==> src/rtl/life_gen_engine.sv <==
// rtl/life_gen_engine.sv - Game-of-Life engine: one-cell-per-clock scan into a shadow board, atomic commit.
// Optional toroidal neighbourhood when LIFE_GEN_WRAP_EN is defined.
module life_gen_engine #(
    parameter int W_LOG2         = 3,
    parameter int H_LOG2         = 3,
    parameter int FRAMES_PER_GEN = 60,
    parameter logic [(1 << (W_LOG2 + H_LOG2))-1:0] SEED = 64'h0A30_1548_1148_1148
) (
    input  logic                     clk,
    input  logic                     rst_n,
    input  logic                     frame_tick,
    input  logic                     run,
    input  logic                     reload,
    input  logic [W_LOG2+H_LOG2-1:0] rd_addr,
    output logic                     rd_cell,
    output logic                     busy,
    output logic                     gen_done,
    output logic [7:0]               gen_count
);
    localparam int AW   = W_LOG2 + H_LOG2;
    localparam int SIZE = 1 << AW;
    localparam int FCW  = (FRAMES_PER_GEN > 1) ? $clog2(FRAMES_PER_GEN) : 1;
    localparam logic [FCW-1:0] FC_LAST = FCW'(FRAMES_PER_GEN - 1);

    typedef enum logic [1:0] {IDLE, SCAN, COMMIT} state_t;

    state_t            state_q, state_d;
    logic [SIZE-1:0]   cur_q, cur_d;
    logic [SIZE-1:0]   nxt_q, nxt_d;
    logic [FCW-1:0]    frame_cnt_q, frame_cnt_d;
    logic [AW-1:0]     idx_q, idx_d;
    logic [7:0]        gen_count_q, gen_count_d;

    logic [H_LOG2-1:0] row, nr;
    logic [W_LOG2-1:0] col, nc;
    logic [3:0]        n_cnt;
    logic              in_board;
    logic              new_cell;

    // Neighbour offsets use truncating arithmetic so wrap-around is free.
    always_comb begin
        row      = idx_q[AW-1:W_LOG2];
        col      = idx_q[W_LOG2-1:0];
        n_cnt    = 4'd0;
        nr       = '0;
        nc       = '0;
        in_board = 1'b0;
        for (int dr = 0; dr < 3; dr++) begin
            for (int dc = 0; dc < 3; dc++) begin
                if (!(dr == 1 && dc == 1)) begin
                    nr = row + H_LOG2'(dr) - H_LOG2'(1);
                    nc = col + W_LOG2'(dc) - W_LOG2'(1);
`ifdef LIFE_GEN_WRAP_EN
                    in_board = 1'b1;
`else
                    in_board = !((dr == 0 && row == '0) || (dr == 2 && &row) ||
                                 (dc == 0 && col == '0) || (dc == 2 && &col));
`endif
                    if (in_board && cur_q[{nr, nc}]) begin
                        n_cnt = n_cnt + 4'd1;
                    end
                end
            end
        end
        new_cell = (n_cnt == 4'd3) || (cur_q[idx_q] && n_cnt == 4'd2);
    end

    always_comb begin
        state_d     = state_q;
        cur_d       = cur_q;
        nxt_d       = nxt_q;
        frame_cnt_d = frame_cnt_q;
        idx_d       = idx_q;
        gen_count_d = gen_count_q;
        case (state_q)
            IDLE: begin
                if (frame_tick && run) begin
                    if (frame_cnt_q == FC_LAST) begin
                        frame_cnt_d = '0;
                        idx_d       = '0;
                        state_d     = SCAN;
                    end else begin
                        frame_cnt_d = frame_cnt_q + FCW'(1);
                    end
                end
            end
            SCAN: begin
                nxt_d[idx_q] = new_cell;
                idx_d        = idx_q + AW'(1);
                if (&idx_q) begin
                    state_d = COMMIT;
                end
            end
            COMMIT: begin
                cur_d       = nxt_q;
                gen_count_d = gen_count_q + 8'd1;
                state_d     = IDLE;
            end
            default: state_d = IDLE;
        endcase
        // Reload overrides everything, including a coincident frame tick.
        if (reload) begin
            cur_d       = SEED;
            state_d     = IDLE;
            frame_cnt_d = '0;
            idx_d       = '0;
            gen_count_d = 8'd0;
        end
    end

    always_ff @(posedge clk or negedge rst_n) begin
        if (!rst_n) begin
            state_q     <= IDLE;
            cur_q       <= SEED;
            nxt_q       <= '0;
            frame_cnt_q <= '0;
            idx_q       <= '0;
            gen_count_q <= 8'd0;
        end else begin
            state_q     <= state_d;
            cur_q       <= cur_d;
            nxt_q       <= nxt_d;
            frame_cnt_q <= frame_cnt_d;
            idx_q       <= idx_d;
            gen_count_q <= gen_count_d;
        end
    end

    assign rd_cell   = cur_q[rd_addr];
    assign busy      = (state_q != IDLE);
    assign gen_done  = (state_q == COMMIT);
    assign gen_count = gen_count_q;
endmodule

==> config.mk <==
export PLATFORM = sky130hd
export DESIGN_NAME = life_gen_engine
export DESIGN_NICKNAME = d
export VERILOG_FILES = /design/src/rtl/life_gen_engine.sv
export SDC_FILE = /design/constraint.sdc
export NUM_CORES = 1
export LEC_CHECK = 0
export CAP_MARGIN = 20
export CORE_ASPECT_RATIO = 0.9
export CORE_MARGIN = 4
export CORE_UTILIZATION = 37
export CTS_CLUSTER_SIZE = 24
export DETAILED_ROUTE_END_ITERATION = 10
export GPL_TIMING_DRIVEN = 0
export PLACE_DENSITY_LB_ADDON = 0.25
export SLEW_MARGIN = 20
export SYNTH_ARGS = -nofsm -noshare
export SYNTH_HDL_FRONTEND = slang
export SYNTH_SLANG_ARGS = --single-unit
==> constraint.sdc <==
create_clock -name clk -period 13 [get_ports clk]
set_input_delay 1.95 -clock clk [delete_from_list [all_inputs] [get_ports clk]]
set_output_delay 1.95 -clock clk [all_outputs]
set_load 0.02 [all_outputs]
Word-level counts from Yosys, hierarchy flattened:

Index checks and enable logic that the tools add are counted.

* bits in registers: 150
* bits in latches: 0
* bits in writable memories: 0
* bits in read-only memories: 0
* input port bits: 11
* output and inout bits: 11
* word-level logic and storage cells: 131
* memories: 0

* add/subtract/negate cells: 20
* $mul: 0
* divide/modulo/power cells: 0
* magnitude comparators: 11
* equal/unequal tests: 8
* shift-type cells: 0
* muxes and demuxes: 48
* bitwise logic cells: 0
* reduce and logical (&&, ||, !) cells: 38

Operators with widths (count)
* $mux W64: 2
* $lt A6 B7 Y1 const B: 10
* $bwmux W64: 1
* $bmux W1 S6: 10
* $mux W6: 7
* $mux W4: 7
* $add A4 B1 Y4 const B: 6
* $sub A3 B1 Y3 const B: 6
* $mux W8: 2
* $add A6 B1 Y6 const B: 2
* $mux W1: 12
* $pmux W6 S2: 1
* $reduce_and A3 Y1: 4
* $logic_and A1 B1 Y1: 11
* $ne A3 B3 Y1 const B: 3
* $add A8 B1 Y8 const B: 1
* $eq A4 B2 Y1 const B: 2
* $logic_not A1 Y1: 8
* $mux W2: 4
* $reduce_bool A2 Y1: 4
* $add A3 B1 Y3 const B: 2
* $add A3 B2 Y3 const B: 2
* $demux W1 S6: 1
* $eq A6 B6 Y1 const B: 1
* 11 further kinds: 16

Logic depth before layout (Yosys ltp):

Gate-level depths: netlist of run 1.

* depth in word-level cells: 23
* gate-level depth with buffers: 32
* gate-level depth less buffers: 27

Least setup slack after synthesis of run 1:

Ideal clock, no wire load.

* kind: register to register
* start point: reg idx_q[0]
* end point: reg nxt_q[32]
* setup time: 104 ps
* arrival time: 7050 ps
* data required time: 12896 ps
* path slack: 5846 ps
* cell stages (with the launch flop): 31
* path buffers: 6
* period minus slack after synthesis: 7154 ps
* cells stage by stage: dfrtp_1 > buf_6 > buf_6 > buf_4 > inv_1 > ha_1 > buf_2 > buf_4 > mux2i_1 > mux4_2 > a211oi_1 > a21oi_1 > a2111oi_0 > ha_1 > xnor2_2 > ha_1 > mux2_2 > ha_1 > a221o_1 > ha_1 > nand2_1 > a21bo_2 > ha_1 > mux2_2 > ha_1 > nor3b_1 > o21ai_0 > nand3_1 > nand3_4 > buf_6 > o41ai_2

* cells in the longest elaborated chain, start to end: 23
* elaborated cells on any way between the ends: 68
* those cells by class: 12 x add/sub; 2 x order compare; 2 x eq/ne; 29 x mux; 23 x reduce/logical

Ends and longest elaborated chain
* start, declared: line 31 `logic [AW-1:0] idx_q, idx_d;`
* start signal, assigned: line 124 `idx_q <= idx_d;`
* parallel branches: the longest is 22 deep, another holds $add A4 B1 Y4
* $bwmux W64 (*): line 88 `nxt_d[idx_q] = new_cell;`
* end signal, assigned: line 122 `nxt_q <= nxt_d;`
* end, declared: line 29 `logic [SIZE-1:0] nxt_q, nxt_d;`

Mark *: on every way between the ends. The select of a mux whose other input is x is not followed.
A chain may end at the register's enable or synchronous reset.

Worst setup path after layout of run 1:

* start point: reg idx_q[0]
* end point: reg nxt_q[57]

Same word-level chain as after synthesis.

==> reports/metrics.cfg, run 1 <==
[synth]
avgSynthCellArea_um2 = 10.2
syn_nets = 1039
synth_seq_area_share_pct = 36.7
ys_types = 77
synth_area_leader_cell = dfrtp_1
synth_top_area_share_pct = 32.4
synth_area_um2 = 10300
synth.area.top_cells = dfrtp_1 32%, o41ai_2 9.5%, mux4_2 9.4%
ys_warn_count = 0
synth_edf_count = 0
async_reset_ff_share_pct = 100
ys_ff_latch = 150
synth_ff_type = dfrtp_1
syn_inst = 1011

[timing]
fmax_mhz = 122
final.setup.tns_ns = 0
slew_violations = 0
min_period_ns = 8.22
grt_setup_unrepaired = no
worst_pin_slew_ns = 0.907
clock_skew_ns = 0.0129
hold_viol = 0
finalCritPeriodShare_pct = 63.2
setup_viol = 0
slew_headroom_pct = 39.5

[clock_network]
cts_resized = 0
cts_inserted_buffers = 17
cts_buffer_depth = 2
worstSkewPairLatency_ns = 0.43
root_buffer = clkbuf_16
htree_levels = 4
cts_sinks = 150
clk_pin_slew_ns = 0.07
cts_tree = done
postCtsSetupBuffers = 0
ctsHoldBuffers = 0

[hold_path]
hold_path_class = flop to flop

[worst_setup_path]
crit_path_frequent_cell = ha_1
worstPathMaxFanout = 10
worstPathRequired_ns = 13.32
crit_arrival_ns = 8.53
r2r_slack_ns = 4.78
critical_path_buf_inv_count = 7
cp-start-kind = flop
crit_type = flop to flop
max_stage_delay_ns = 0.67
crit_family = adder cells
cp_slowest_cell = a2111oi_0
endpoint_kind = flop

[finish]
drive_above_1_share_pct = 19.7
fin_area_um2 = 11600
fillers = 2643
area_growth_pct = 12.4
nNetsFinal = 1077
num_antenna_cells = 0

[run]
drv_cap = 0

[placement]
place_area_um2 = 10900
place_hpwl_um = 24100
gp_congestion = 0.943
port_buffers = 18

[grt]
grt_pass1_wl_um = 49500
grtUsageTotal_pct = 20.7
met3_usage_pct = 3.81
grt_max_degree = 77
grt_remaining_overflow = 0
grt_busiest_layer = met2
grt_pass1_vias = 8264
globalRouteMet2Util_pct = 31.0
grtUsageMet1_pct = 30.8
antenna_found_initial = 0

[floorplanning]
initial_core_util_pct = 37.9
core_area_um2 = 27200
ios = 22
num_rows = 57
die_area_um2 = 30500
die_h_um = 166
die_w_um = 184

[pwr]
peakVddDrop_mv = 0.0759
p_per_area_nw_per_um2 = 89.0
leakage_uw = 0.00466

[drt]
drtPass1Iterations = 5
drc = 0
vias_per_cell = 6.02
wl_um = 32100
antenna_left = 0
num_vias = 8524
dr.first_iter.drc_count = 775
wl_per_cell_um = 22.7

[outcome]
run_status = completed

-- registers in the layout (all words and copies together), names as in the netlist --
name / flops
idx_q: 6
state_q: 2
frame_cnt_q: 6
gen_count: 8
cur_q: 64
nxt_q: 64
-- area by class of cell --
cell class	count	area [µm²]	area share, %
Tap cell	354	443	3.83
Timing Repair Buffer	19	213	1.84
Buffer	85	422	3.65
Sequential cell	150	3770	32.7
Inverter	19	71.3	0.617
Clock inverter	14	179	1.55
Clock buffer	18	439	3.80
Multi-Input combinational cell	757	6020	52.1
-- worst paths after layout --
| kind | from | endpoint | cells after the start |
|---|---|---|---|
| max reg2reg | idx_q[0]$_DFFE_PN0P_ | nxt_q[57]$_DFFE_PN0P_ | 30 |
| min reg2reg | nxt_q[24]$_DFFE_PN0P_ | cur_q[24]$_DFFE_PN1P_ | 2 |
| min in group asynchronous | rst_n | nxt_q[3]$_DFFE_PN0P_ | 1 |
| max | idx_q[0]$_DFFE_PN0P_ | nxt_q[57]$_DFFE_PN0P_ | 30 |
| min | nxt_q[24]$_DFFE_PN0P_ | cur_q[24]$_DFFE_PN1P_ | 2 |
| max in group asynchronous | rst_n | cur_q[44]$_DFFE_PN1P_ | 2 |
-- cell usage after synthesis, types with 3 or more instances --
master and n:
a211o_1 3, a211oi_1 4, a21oi_1 66, a221o_1 3, a221oi_1 3, a22oi_1 13, a311oi_1 4, a31oi_1 4
and3_1 6, and4_1 3, buf_1 15, buf_2 13, buf_4 5, buf_6 9, clkbuf_1 43, dfrtp_1 133
dfstp_2 17, ha_1 17, inv_1 17, mux2_1 6, mux2_2 10, mux2i_1 55, mux4_2 43, nand2_1 182
nand2b_1 6, nand3_1 24, nand3b_1 18, nand4_1 3, nor2_1 43, nor2b_1 7, nor3_1 12, o21ai_0 83
o22ai_1 4, o41ai_1 5, o41ai_2 60, xnor2_1 9, xor2_1 11
-- where the power goes --
group	switching, µW	total [µW]	internal [µW]
registers	0.272	467	467
clock network	230	528	298
logic	21.5	33.3	11.9
-- routing by layer --
metal	wire length [µm]	share of wire [%]	vias to the layer above
met5	0	0	-
met4	731	2.3	0
li1	-	-	3854
met1	15200	47	4343
met3	1750	5.5	53
met2	14500	45	274
-- cell usage in the layout (no fill, tap or decap), types with 5 or more instances in the layout --
cell type        Yosys  routed
nand2_1            182     182
dfrtp_1            133     133
o21ai_0             83      83
a21oi_1             66      66
o41ai_2             60      60
mux2i_1             55      55
clkbuf_1            43      43
mux4_2              43      43
nor2_1              43      43
nand3_1             24      24
nand3b_1            18      18
inv_1               17      17
ha_1                17      17
clkbuf_16            0      17
dfstp_2             17      17
clkdlybuf4s50_1      0      17
buf_1               15      15
buf_2               13      13
a22oi_1             13      13
nor3_1              12      12
xor2_1              11      11
mux2_2              10      10
buf_6                9       9
xnor2_1              9       9
nor2b_1              7       7
mux2_1               6       6
and3_1               6       6
nand2b_1             6       6
inv_6                0       6
buf_4                5       5
o41ai_1              5       5
-- kinds of logic (layout without fill, tap and decap cells) --
logic type | after synthesis | count (layout) | share of synthesized area, %
buf+inv | 104 | 155 | 4.79
xor+xnor | 26 | 26 | 3.02
compound gates | 281 | 281 | 22.8
mux | 114 | 114 | 16.5
flops | 150 | 150 | 36.7
simple gates | 319 | 319 | 14.1
fa+ha+maj | 17 | 17 | 2.07
-- through the flow --
stage	cells	setup slack, ns	hold WS, ns	power, µW	utilization, %
2_1_floorplan	1011	5.85	0.456	491	-
3_3_place_gp	1383	3.66	0.478	509	40.1
3_5_place_dp	1384	4.77	0.482	510	40.3
4_1_cts	1416	4.72	0.502	1030	42.5
5_1_grt	1416	4.26	0.525	1060	42.5
6_report	1416	4.78	0.497	1030	42.5
-- worst min-delay path, stage by stage (launching register included) --
cell and delay, ns:
dfrtp_1 0.34, nand2_1 0.05, nand3b_1 0.07
Power figures use the tool's default switching activity.
==> run 2: changes to the inputs <==
==> constraint.sdc (replaced) <==
create_clock -name clk -period 7.9 [get_ports clk]
set_input_delay 1.185 -clock clk [delete_from_list [all_inputs] [get_ports clk]]
set_output_delay 1.185 -clock clk [all_outputs]
set_load 0.02 [all_outputs]
==> reports/metrics.cfg, run 2 (synthesis gave the netlist of run 1 again) <==
[drt]
drtPass1Iterations = 5
wl_um = 32100
drc = 0
wl_per_cell_um = 22.6
vias_per_cell = 5.99
num_vias = 8533
dr.first_iter.drc_count = 815
antenna_left = 0

[clock_network]
cts_sinks = 150
htree_levels = 4
worstSkewPairLatency_ns = 0.42
cts_inserted_buffers = 17
root_buffer = clkbuf_16
cts_buffer_depth = 2
clk_pin_slew_ns = 0.07
cts_tree = done

[grt]
grtUsageTotal_pct = 20.7
globalRouteMet2Util_pct = 31.0
met3_usage_pct = 3.81
grt_pass1_wl_um = 49600
antenna_found_initial = 0
grt_pass1_vias = 8283
grt_busiest_layer = met2
grt_remaining_overflow = 0
grt_max_degree = 77
grtUsageMet1_pct = 30.8

[pwr]
power_uw = 1690
p_int_uw = 1280
leakage_uw = 0.00471
combPwrFrac_pct = 3.2
seqPwrFrac_pct = 45.5
switchingPower_uw = 411
p_clk_share_pct = 51.2
peakVddDrop_mv = 0.127
p_per_area_nw_per_um2 = 144
switching_share_pct = 24.3

[worst_setup_path]
max_stage_delay_ns = 0.56
crit_type = flop to flop
worstPathRequired_ns = 8.21
crit_arrival_ns = 7.92
crit_path_frequent_cell = ha_1
worstPathMaxFanout = 10
cp-start-kind = flop
endpoint_kind = flop
cp_slowest_cell = mux4_2

[floorplanning]
die_area_um2 = 30500
initial_core_util_pct = 37.9
die_w_um = 184
die_h_um = 166
core_area_um2 = 27200
num_rows = 57
ios = 22

[timing]
grt_setup_unrepaired = no
hold_viol = 0
worst_pin_slew_ns = 0.909
setup_viol = 0
final.setup.tns_ns = 0
slew_headroom_pct = 39.4
slew_violations = 0
fmax_mhz = 131
clock_skew_ns = 0.0121
finalCritPeriodShare_pct = 96.3
min_period_ns = 7.61

[placement]
place_area_um2 = 10900
port_buffers = 18
gp_congestion = 0.943
place_hpwl_um = 24100
dp_cells = 1384

[finish]
multiInputGateArea_um2 = 6050
final_cell_mix = 182 x nand2_1, 133 x dfrtp_1, 83 x o21ai_0, 66 x a21oi_1, 60 x o41ai_2
nNetsFinal = 1085
fillers = 2628
area_growth_pct = 14.0
final_util_pct = 43.2
drive_above_1_share_pct = 20.9
layout.cells.non_filler = 1424
seq_area_um2 = 3770
layout_commonest_cell = nand2_1
fin_area_um2 = 11700
num_antenna_cells = 0

[run]
drv_cap = 0

[hold_path]
hold_path_class = flop to flop

[outcome]
run_status = completed

[run 2: cell count changes in the layout (fill, tap and decap cells not counted), moves of 2 or more]
cell	previous run	this run
buf_2	13	11
buf_4	5	9
buf_8	1	5
a211oi_2	0	2
buf_6	9	6
buf_12	0	2
clkbuf_4	0	2
a211oi_1	4	2
[run 2: timing repair]
action / CTS / global route
hold buffers: 0 / 0
gates resized for setup: 3 / 17
pin swaps: 2 / 5
buffers inserted: 1 / 7
endpoints found under the setup margin: 64 / 64
cloned: 0 / 1
[run 2: path summary, 6_finish.rpt]
kind	to	slack, ns	startpoint	cells past startpoint
min in group asynchronous	nxt_q[3]$_DFFE_PN0P_	0.74	rst_n	1
setup / recovery	nxt_q[6]$_DFFE_PN0P_	0.29	idx_q[1]$_DFFE_PN0P_	29
setup reg to reg	nxt_q[6]$_DFFE_PN0P_	0.29	idx_q[1]$_DFFE_PN0P_	29
hold / removal	cur_q[24]$_DFFE_PN1P_	0.50	nxt_q[24]$_DFFE_PN0P_	2
max in group asynchronous	cur_q[44]$_DFFE_PN1P_	6.35	rst_n	2
hold reg to reg	cur_q[24]$_DFFE_PN1P_	0.50	nxt_q[24]$_DFFE_PN0P_	2
[run 2: per-stage QoR]
stage / setup WS (ns) / hold slack, ns
detailed placement: -0.327 / 0.482
CTS: 0.0119 / 0.502
floorplan: 0.746 / 0.456
finish: 0.294 / 0.503
global route: 0.0151 / 0.525
global placement: -0.674 / 0.478
[run 2: worst max-delay path, delay by kind of cell (launching register included)]
kind | cells | cell delay, ns
fa+ha+maj | 7 | 2.09
compound gates | 7 | 1.82
buf+inv | 6 | 1.28
mux | 4 | 1.22
simple gates | 4 | 0.55
flops | 1 | 0.35
xor+xnor | 1 | 0.15
[run 2: per-layer routing]
| metal | vias up | wire, µm | part of all wire, % |
|---|---|---|---|
| met1 | 4347 | 14900 | 47 |
| met4 | 0 | 662 | 2.1 |
| met3 | 40 | 1950 | 6.1 |
| met2 | 276 | 14600 | 45 |
| met5 | - | 0 | 0 |
| li1 | 3870 | - | - |
[run 2: final cells by class]
class,instances,share of cell area (%)
flip-flops and latches,150,32.2
well taps,354,3.78
clock buffers,18,3.75
repair buffers,28,2.68
inverters,19,0.640
plain buffers,84,3.82
multi-input cells,757,51.6
clock inverters,14,1.53
[run 2: power groups by stage]
stage / combinational [µW] / sequential, µW / clock, µW
after floorplan: 23.9 / 784 / 0
after global placement: 54.1 / 784 / 0
after detailed placement: 56.1 / 783 / 0
after CTS: 56.2 / 769 / 875
after global routing: 60.5 / 769 / 911
final: 54.8 / 769 / 865
==> run 3: changes to the inputs <==
--- a/config.mk
+++ b/config.mk
@@ -13,6 +13,7 @@
 export DETAILED_ROUTE_END_ITERATION = 10
 export GPL_TIMING_DRIVEN = 0
 export PLACE_DENSITY_LB_ADDON = 0.25
+export SKIP_LAST_GASP = 1
 export SLEW_MARGIN = 20
 export SYNTH_ARGS = -nofsm -noshare
 export SYNTH_HDL_FRONTEND = slang
==> results of run 3 <==
Final layout, timing and power as in run 2 (identical DEF).
==> patch 1: new RTL, config.mk and constraints of run 2 <==
Make the reset (`rst_n`) synchronous in one clocked block.
--- a/src/rtl/life_gen_engine.sv
+++ b/src/rtl/life_gen_engine.sv
@@ -108,7 +108,7 @@
         end
     end
 
-    always_ff @(posedge clk or negedge rst_n) begin
+    always_ff @(posedge clk) begin
         if (!rst_n) begin
             state_q     <= IDLE;
             cur_q       <= SEED;
Function: no difference found for any inputs over 10 cycles, from zero or initial values and one cycle with rst_n low; that may be too few to reach the edited logic, so the function may still have changed.
==> patch 1 against run 2 <==
Critical path depth rose by 5. Area after synthesis down 6.3%. Worst setup slack is essentially flat. Highest routed layer unchanged. Sequential power shrank 2%. Count of clock-buffer cells in the layout up 1. Critical endpoint is now nxt_q[24]. Sequential cell count unchanged. Maximum frequency is essentially flat. Total power is 5.8% lower. First-iteration DRC count up 55%. Cell area fell by 4.9%. Largest power group unchanged. Routed wire length increased by 5.5%.
==> patch 1: results (changes against run 2) <==
Layout
  • Fill cells: 2545 (-3.2%)
  • Clock buffer count: 19 (+1)
  • Clock-cell share: 5.09% (-0.18 points)
  • Area occupied by multi-input gates: 6180 sq um (+2.1%)
  • #MultiIn Comb: 881 (+16%)
  • NonClk Buf Share: 8.13% (+1.6 points)
  • FF+latch area: 3000 sq um (-20%)
  • Buffers excl. clock: 137 (+22%)
  • Design area: 11200 sq um (-4.9%)
  • Layout area overhead: 15.7%
  • Layout cells sized above 1: 16.1% (-4.8 points)

Yosys
  • Count of cell types in the netlist: 78 (+1.3%)
  • Mapped Nets: 1178 (+13%)
  • Synth Area in Compound Gates: 14.0% (-8.9 points)
  • Synth async-reset ratio: 0% (-100 points)
  • Post-Synth Adder-Cell Area: 2.21% (+0.14 points)
  • Post-Synth XOR/XNOR Area: 3.49% (+0.48 points)
  • Top cells by count, synth: nand2_1, dfxtp_1, nand3_1

Power and ir drop
  • Leak: 3.87 nW (-18%)
  • Max VDD drop: 161 uV (+27%)

Routing
  • DR vias/cell: 5.93 (-1.0%)
  • Initial DRC count: 1265 (+55%)
  • Routed WL: 33900 um (+5.5%)

Place
  • Gpl congestion: 0.944 (about the same)
  • HPWL Detailed: 25400 um (+5.4%)

Global routing
  • Total track usage: 23.2% (+2.4 points)
  • First-pass GRT wire length: 51800 um (+4.5%)
  • Largest net degree at the start of global routing: 17 (-78%)
  • Vias in the first global route: 8563 (+3.4%)

Critical path
  • Worst Path Max Fanout: 11 (+1)
  • Origin of the worst setup path: idx_q[3]
  • Slowest-stage cell, CP: clkbuf_1

Min path
  • WHS Endpoint: cur_q[2]
  • Hold_sp: nxt_q[2]

Outcome
  • Status: complete, no violations

STA
  • Clock skew: 10.9 ps (-1.21 ps)
patch 1: worst reg2reg max path: cells and delay by family, from the launching register on:
family | cells | cell delay, ps
AO/OA/AOI/OAI | 6 | 1130
XOR/XNOR | 4 | 870
adder cells (fa/ha/maj) | 7 | 2030
buffers and inverters | 8 | 1790
flip-flops | 1 | 350
multiplexers | 1 | 280
AND/OR/NAND/NOR | 8 | 1090
patch 1: where the power goes:
group          internal, W  leakage [nW]  switching, W
logic            0.0000246          2.39     0.0000339
clock network     0.000428         0.271      0.000349
registers         0.000756          1.21   0.000000208
total              0.00121          3.87      0.000383
patch 1: per-layer routing:
metal  share of wire, %  up-vias  GRT usage [%]
met5                  0        -              0
li1                   -     4314              -
met1                 47     4529           33.8
met2                 45      359           35.4
met4                2.0        0           6.01
met3                6.6       49           4.07
patch 1: per-stage QoR:
stage                     setup WS, ps  hold slack, ps  instances
after floorplan                    526             432       1150
after global placement            -890             445       1511
after detailed placement          -971             452       1512
after CTS                         8.70             461       1552
after global routing             -51.0             479       1560
final                              294             461       1560
==> patch 2: new RTL, config.mk and constraints of run 2 <==
Made on the original files. Build with the macro `LIFE_GEN_WRAP_EN` defined.
--- a/src/rtl/life_gen_engine.sv
+++ b/src/rtl/life_gen_engine.sv
@@ -1,5 +1,7 @@
 // rtl/life_gen_engine.sv - Game-of-Life engine: one-cell-per-clock scan into a shadow board, atomic commit.
 // Optional toroidal neighbourhood when LIFE_GEN_WRAP_EN is defined.
+`define LIFE_GEN_WRAP_EN
+
 module life_gen_engine #(
     parameter int W_LOG2         = 3,
     parameter int H_LOG2         = 3,
Formal check against the unedited RTL: same outputs for any inputs over 10 cycles, from zero or initial values and one cycle with rst_n low; that may be too few to reach the edited logic, so the function may still have changed.
==> patch 2 against run 2 <==
Non-clock buffer count unchanged. Cell area decreased by 2.8%. Routed wire length decreased by 1.7%. Maximum frequency increased by 0.48%. Area after synthesis decreased by 3.5%. Sequential share of layout area is 0.92 points higher. Die area decreased by 3.4%. Critical path type unchanged. Total power rose by 1.3%. Worst setup slack improved by 36 ps. Sequential cell count unchanged. Worst hold slack better by 12 ps.
==> patch 2: results (changes against run 2) <==
Clock tree
  • Clock latency on the worst-skew pair: 440 ps (+20 ps)
  • Post-CTS sizing: 14 (+11)

Place
  • Dpl ws: -1060 ps (-728 ps)
  • Gpl congestion: 0.914 (-3.1%)
  • Port bufs: 19 (+1)
  • HPWL Detailed: 24100 um (about the same)

Critical path
  • Reg2Reg Launch Point: idx_q[0]
  • Reg2reg setup slack: 330 ps (+40 ps)
  • R2r worst-path depth: 28 (-3.4%)
  • Crit path to: nxt_q[58]
  • Largest stage delay, worst path: 540 ps (-20 ps)
  • Arrival time worst endpoint: 7860 ps (-60 ps)

Global routing
  • Grt met3 use: 4.01% (+0.20 points)
  • Vias in the first global route: 7983 (-3.6%)
  • Global Route met1 Usage: 31.1% (+0.34 points)
  • Total track usage: 21.3% (+0.51 points)
  • First-pass GRT wire length: 48500 um (-2.3%)
  • Met2 Resource Use GR: 32.6% (+1.7 points)
  • Largest net degree at the start of global routing: 90 (+17%)

Yosys
  • Sequential share of the synthesized area: 38.1% (+1.3 points)
  • Cells after synthesis: 973 (-3.8%)
  • Top cells by area, synth: dfrtp_1, mux4_2, o41ai_2

STA
  • Maximum clock frequency: 0.132 GHz (+0.48%)
  • Actual slew at the worst max-slew pin: 910 ps (+1.64 ps)
  • Hold_ws: 515 ps (+12.0 ps)
  • Clock skew: 20.0 ps (+7.83 ps)

Min path
  • Hold_sp: cur_q[38]
  • WHS Endpoint: cur_q[38]

Routing
  • Met3 WL: 1870 um (-4.3%)
  • Initial DRC count: 799 (-2.0%)
  • Met2 wire length: 14200 um (-2.8%)
  • Vias: 8201 (-3.9%)
  • WL met1: 15100 um (+0.88%)
  • TritonRoute pass-1 iters: 7 (+2)
  • Routed WL: 31600 um (-1.7%)

Layout
  • Fill cells: 2584 (-1.7%)
  • Final Non-Filler Cells: 1379 (-3.2%)
  • Layout area overhead: 14.9%
  • Layout cells sized above 1: 20.4% (-0.57 points)

Outcome
  • Status: complete, no violations
-- patch 2: changes by cell type after synthesis, sizes merged, moves of 7 or more --
cell / delta
a22oi: -11
nand2: -13
nand3: -8
nand4: +7
nor2: +7
nor3: -8
-- patch 2: logic make-up (layout without fill, tap and decap cells) --
logic type | count (synthesis) | after routing | synth area share (%)
mux | 115 | 115 | 17.8
compound gates | 262 | 262 | 21.0
buf+inv | 104 | 162 | 4.83
flops | 150 | 150 | 38.1
xor+xnor | 25 | 25 | 2.83
fa+ha+maj | 13 | 13 | 1.64
simple gates | 304 | 304 | 13.9
-- patch 2: area by class of cell --
class                      instances  share of cell area [%]
buffer                            85                    3.97
clock buffer                      17                    3.73
clock inverter                    15                    1.84
inverter                          18                   0.615
multi-input combinational        719                    50.5
sequential                       150                    33.1
tap                              348                    3.82
timing repair buffer              27                    2.45
-- patch 2: report_power, final --
group          switching (W)  internal, W
combinational      0.0000358    0.0000204
sequential       0.000000794     0.000769
clock               0.000373     0.000513
